--- src/rtl/spi_regbank.sv ---
// SPI mode-0 peripheral owning NUM_REGS x DATA_W config registers with read-back.
// Pins are synchronised into clk; writes commit on the detected ncs rise of a well-formed frame.
`timescale 1ns/1ps
module spi_regbank #(
  parameter int DATA_W      = 8,
  parameter int ADDR_W      = 7,
  parameter int NUM_REGS    = 5,
  parameter int SYNC_STAGES = 2
) (
  input  logic                       clk,
  input  logic                       rst,
  input  logic                       ncs,
  input  logic                       sclk,
  input  logic                       copi,
  output logic                       cipo,
  output logic                       cipo_oe,
  output logic [NUM_REGS*DATA_W-1:0] regs_q,
  output logic                       wr_strobe,
  output logic [ADDR_W-1:0]          wr_addr,
  output logic                       frame_err
);
  localparam int CNT_MAX = (ADDR_W > DATA_W) ? ADDR_W : DATA_W;
  localparam int CNT_W   = $clog2(CNT_MAX + 1);

  typedef enum logic [2:0] {IDLE, CMD, ADDR, DATA, DONE} state_t;

  state_t                  state_q, state_d;
  logic [SYNC_STAGES-1:0]  ncs_s, sclk_s, copi_s;
  logic                    ncs_d, sclk_d;
  logic                    ncs_rise, ncs_fall, sclk_rise, sclk_fall, copi_bit;
  logic [CNT_W-1:0]        cnt_q;
  logic                    rw_q, ovf_q;
  logic [ADDR_W-1:0]       addr_q, addr_nx;
  logic [ADDR_W:0]         addr_cat;
  logic [DATA_W-1:0]       sh_q, sh_in, sh_left, rd_word;
  logic [DATA_W:0]         sh_cat_in, sh_cat_z;
  logic                    addr_last, data_last, addr_ok, commit_wr, commit_err;
  logic [DATA_W-1:0]       regs [NUM_REGS];

  always_ff @(posedge clk or posedge rst) begin
    if (rst) begin
      ncs_s  <= '1;
      sclk_s <= '0;
      copi_s <= '0;
      ncs_d  <= 1'b1;
      sclk_d <= 1'b0;
    end else begin
      ncs_s  <= {ncs_s[SYNC_STAGES-2:0], ncs};
      sclk_s <= {sclk_s[SYNC_STAGES-2:0], sclk};
      copi_s <= {copi_s[SYNC_STAGES-2:0], copi};
      ncs_d  <= ncs_s[SYNC_STAGES-1];
      sclk_d <= sclk_s[SYNC_STAGES-1];
    end
  end

  assign ncs_rise  =  ncs_s[SYNC_STAGES-1] & ~ncs_d;
  assign ncs_fall  = ~ncs_s[SYNC_STAGES-1] &  ncs_d;
  assign sclk_rise =  sclk_s[SYNC_STAGES-1] & ~sclk_d;
  assign sclk_fall = ~sclk_s[SYNC_STAGES-1] &  sclk_d;
  assign copi_bit  =  copi_s[SYNC_STAGES-1];

  assign addr_last = (cnt_q == CNT_W'(ADDR_W - 1));
  assign data_last = (cnt_q == CNT_W'(DATA_W - 1));
  assign addr_cat  = {addr_q, copi_bit};
  assign addr_nx   = addr_cat[ADDR_W-1:0];
  assign sh_cat_in = {sh_q, copi_bit};
  assign sh_cat_z  = {sh_q, 1'b0};
  assign sh_in     = sh_cat_in[DATA_W-1:0];
  assign sh_left   = sh_cat_z[DATA_W-1:0];
  assign addr_ok   = int'(addr_q) < NUM_REGS;

  // Read word is selected with the address bit being sampled this cycle.
  always_comb begin
    rd_word = '0;
    for (int k = 0; k < NUM_REGS; k++)
      if (int'(addr_nx) == k) rd_word = regs[k];
  end

  assign commit_wr  = ncs_rise && state_q == DONE && !ovf_q && rw_q && addr_ok;
  assign commit_err = ncs_rise && state_q != IDLE &&
                      !(state_q == DONE && !ovf_q && (!rw_q || addr_ok));

  always_ff @(posedge clk or posedge rst) begin
    if (rst) state_q <= IDLE;
    else     state_q <= state_d;
  end

  always_comb begin
    state_d = state_q;
    if (ncs_rise) begin
      state_d = IDLE;
    end else begin
      case (state_q)
        IDLE:    if (ncs_fall) state_d = CMD;
        CMD:     if (sclk_rise) state_d = ADDR;
        ADDR:    if (sclk_rise && addr_last) state_d = DATA;
        DATA:    if (sclk_rise && data_last) state_d = DONE;
        default: state_d = state_q;
      endcase
    end
  end

  always_ff @(posedge clk or posedge rst) begin
    if (rst) begin
      cnt_q     <= '0;
      rw_q      <= 1'b0;
      ovf_q     <= 1'b0;
      addr_q    <= '0;
      sh_q      <= '0;
      cipo_oe   <= 1'b0;
      wr_strobe <= 1'b0;
      frame_err <= 1'b0;
      wr_addr   <= '0;
    end else begin
      wr_strobe <= commit_wr;
      frame_err <= commit_err;
      if (commit_wr) wr_addr <= addr_q;
      if (ncs_rise) begin
        cipo_oe <= 1'b0;
        sh_q    <= '0;
        ovf_q   <= 1'b0;
      end else begin
        case (state_q)
          IDLE: if (ncs_fall) begin
            cnt_q <= '0;
            ovf_q <= 1'b0;
          end
          CMD: if (sclk_rise) begin
            rw_q  <= copi_bit;
            cnt_q <= '0;
          end
          ADDR: if (sclk_rise) begin
            addr_q <= addr_nx;
            if (addr_last) begin
              cnt_q <= '0;
              if (!rw_q) begin
                sh_q    <= rd_word;
                cipo_oe <= 1'b1;
              end
            end else begin
              cnt_q <= cnt_q + CNT_W'(1);
            end
          end
          DATA: begin
            if (sclk_rise) begin
              if (rw_q) sh_q <= sh_in;
              cnt_q <= data_last ? '0 : cnt_q + CNT_W'(1);
            // The fall right after the last address bit must keep the freshly loaded MSB.
            end else if (sclk_fall && !rw_q && cnt_q != '0) begin
              sh_q <= sh_left;
            end
          end
          DONE: if (sclk_rise) ovf_q <= 1'b1;
          default: ;
        endcase
      end
    end
  end

  always_ff @(posedge clk or posedge rst) begin
    if (rst) begin
      for (int k = 0; k < NUM_REGS; k++) regs[k] <= '0;
    end else if (commit_wr) begin
      for (int k = 0; k < NUM_REGS; k++)
        if (int'(addr_q) == k) regs[k] <= sh_q;
    end
  end

  for (genvar k = 0; k < NUM_REGS; k++) begin : g_flat
    assign regs_q[k*DATA_W +: DATA_W] = regs[k];
  end

  assign cipo = cipo_oe & sh_q[DATA_W-1];
endmodule

--- config.mk ---
export PLATFORM = sky130hd
export DESIGN_NAME = spi_regbank
export DESIGN_NICKNAME = d
export VERILOG_FILES = /design/src/rtl/spi_regbank.sv
export SDC_FILE = /design/constraint.sdc
export NUM_CORES = 1
export LEC_CHECK = 0
export CORE_MARGIN = 4
export CORE_UTILIZATION = 55
export DETAILED_ROUTE_END_ITERATION = 7
export PLACE_DENSITY = 0.8
export REMOVE_ABC_BUFFERS = 1
export SLEW_MARGIN = 5
export SYNTH_ARGS = -nofsm -noshare
export SYNTH_HDL_FRONTEND = slang
export SYNTH_SLANG_ARGS = --single-unit
--- constraint.sdc ---
create_clock -name clk -period 4 [get_ports clk]
set_input_delay 0.6 -clock clk [delete_from_list [all_inputs] [get_ports clk]]
set_output_delay 0.6 -clock clk [all_outputs]
set_load 0.1 [all_outputs]
==> flow_metrics.py <==
metrics = {
    "layout": {
        "n_antenna_cell": 0,
        "layout_common_cells": "79 x dfrtp_1, 55 x clkdlybuf4s50_1, 50 x mux2_2, 25 x nand2_1, 19 x nor2_1",
        "finalInstanceArea_mm2": 0.004628,
        "drive_above_1_share_pct": 20.92,
        "final_nets": 397,
        "area_growth_pct": 21.72,
        "final_common_cell": "dfrtp_1",
    },
    "logic_synthesis": {
        "synthTopCellsByArea": "dfrtp_1 52%, mux2_2 15%, nand2_1 2.5%",
        "ys_warn_count": 0,
        "synth_top_area_share_pct": 51.99,
        "syn_area_mm2": 0.003802,
        "synth-edff-count": 0,
        "synth_cell_types": 50,
        "synth_top_cell_by_area": "dfrtp_1",
        "synth_flop_cell": "dfrtp_1",
        "avgSynthCellArea_um2": 11.35,
        "ys_seq_elements": 82,
        "async_reset_ff_share_pct": 100.0,
        "ys_seq_area_share_pct": 54.06,
        "syn_inst": 335,
    },
    "status": {
        "outcome": "completed",
    },
    "sta": {
        "tightest_slew_ps": 990.2,
        "holdWs_ps": 350.7,
        "worst_slack_ps": 1246,
        "slew_headroom_pct": 33.78,
        "period_minus_slack_ps": 2754,
        "layout_worst_path_cycle_share_pct": 68.84,
        "fin_skew_ps": 8.323,
        "tns_ps": 0,
        "grt_setup_unrepaired": "false",
        "setup_viol": 0,
        "fmax_ghz": 0.3632,
        "drv_slew": 0,
        "finalHoldViolCount": 0,
    },
    "worst_setup_path": {
        "critPathMaxStageDelay_ps": 1130,
        "worstSetupPathType": "flip-flop to output port",
        "path_cells": "and2_1 -> clkdlybuf4s50_1",
        "cp.required_ps": 3400,
        "reg2regPathDepth": 5,
        "endpoint_kind": "output port",
        "path_max_fanout": 7,
        "worstPathArrival_ps": 2150,
        "slowest_stage": "clkdlybuf4s50_1",
        "startpoint_type": "flip-flop",
    },
    "drt": {
        "drc_errors": 0,
        "finalWirelength_mm": 8.725,
        "drt_iter0_drc": 204,
        "via_count": 2858,
        "viasPerCell": 6.055,
        "drt-pass1-iter-count": 4,
        "post_drt_wl_per_cell_um": 18.49,
        "antenna_left": 0,
    },
    "clock_network": {
        "cts-resized-gates": 0,
        "cts-root-buf": "clkbuf_8",
        "numCtsBuffers": 9,
        "cts_buffer_depth": 2,
        "post_cts_buffers": 0,
        "clkLatencyLatePin_ps": 350,
        "clkSinkCount": 82,
        "clk_pin_slew_worst_paths_ps": 80,
        "htreeDepth": 3,
        "cts_tree": "built",
        "cts_hold_buffers": 0,
    },
    "worst_hold_path": {
        "hold_depth": 0,
        "hp-class": "flip-flop to flip-flop",
    },
    "pwr": {
        "leakagePower_nw": 2.107,
        "total_power_mw": 1.984,
        "power.density_mw_per_mm2": 428.6,
        "peakVddDrop_mv": 0.2269,
    },
    "placement": {
        "post-dp-hpwl_mm": 6.076,
        "gp_congestion": 0.8761,
        "placed_area_mm2": 0.004409,
        "pre_cts_ws_ps": 1471,
        "port_buffers": 55,
    },
    "floorplanning": {
        "die_x_um": 91.15,
        "ios": 56,
        "die_h_um": 91.15,
        "dieArea_mm2": 0.008307,
        "row_count": 30,
        "initial_core_util_pct": 56.28,
        "core_mm2": 0.006756,
    },
    "global_route": {
        "grt_usage_pct": 22.08,
        "antenna_found_initial": 0,
        "grt_pass1_vias": 2900,
        "grt-ovfl-total": 0,
        "grt_max_degree": 35,
        "grt_pass1_wl_mm": 14.46,
    },
    "run": {
        "cap_violations": 0,
    },
}
[metrics by stage]
step	std cells	util [%]
finish	472	68.50
global route	472	68.50
CTS	472	68.50
detailed placement	456	65.26
global placement	456	65.26
floorplan	318	-
[registers in the layout, indices dropped and copies added (netlist names)]
register and cells:
addr_q 7, cipo_oe 1, cnt_q 4, copi_s 2, frame_err 1, ncs_d 1, ncs_s 2, ovf_q 1
regs_q 40, rw_q 1, sclk_d 1, sclk_s 2, sh_q 8, state_q 3, wr_addr 7, wr_strobe 1
[worst max-delay path: cells and delay by family, from the launching register on]
kind / cells / cell delay (ps)
buffers and inverters: 1 / 1130
and+or+nand+nor: 1 / 170
DFF: 1 / 500
[cells in the mapped netlist, types with 4 or more instances]
master    count
a32o_1        8
inv_1         9
ha_1          5
nor3_1        6
or2_2         4
clkbuf_1     13
nand2_1      25
o21ai_0      17
or3_1         6
a21oi_1      13
nor2_1       19
nand3_1       9
mux2_2       50
o21ai_1       4
nor2b_1       7
and2_1        6
dfrtp_1      79
[layout make-up]
type	count	area [um2]
multi-input combinational	227	1645
inverter	9	35.03
timing repair buffer	58	573.1
tap	80	100.1
clock buffer	11	141.4
clock inverter	5	77.57
sequential	82	2056
fill	507	2128
[report_power, final]
| part | internal, mW | leakage, nW | switching (mW) |
|---|---|---|---|
| combinational | 0.150 | 0.883 | 0.213 |
| sequential | 0.867 | 1.11 | 0.0954 |
| clock | 0.367 | 0.109 | 0.291 |
[logic make-up after synthesis]
family	Yosys count	synth area share [%]
fa+ha+maj	5	1.645
buf+inv	26	2.665
mux	51	15.07
simple gates	107	15.30
compound gates	64	11.25
flops	82	54.06
[path summary, 6_finish.rpt]
| path | from | endpoint | slack [ps] |
|---|---|---|---|
| hold reg to reg | sclk_s[0] | sclk_s[1] | 350 |
| hold / removal | sclk_s[0] | sclk_s[1] | 350 |
| setup reg to reg | addr_q[0] | sh_q[5] | 1380 |
| setup / recovery | sh_q[7] | cipo | 1250 |
| min in group asynchronous | rst | regs_q[35] | 600 |
| max in group asynchronous | rst | wr_addr[0] | 2640 |
[layer usage]
metal	part of all wire, %	track usage (%)
met5	0	0
met4	2.5	10.68
met3	5.3	3.645
met2	49	34.70
met1	44	29.83
No activity file was read; power rests on OpenSTA's default activity.
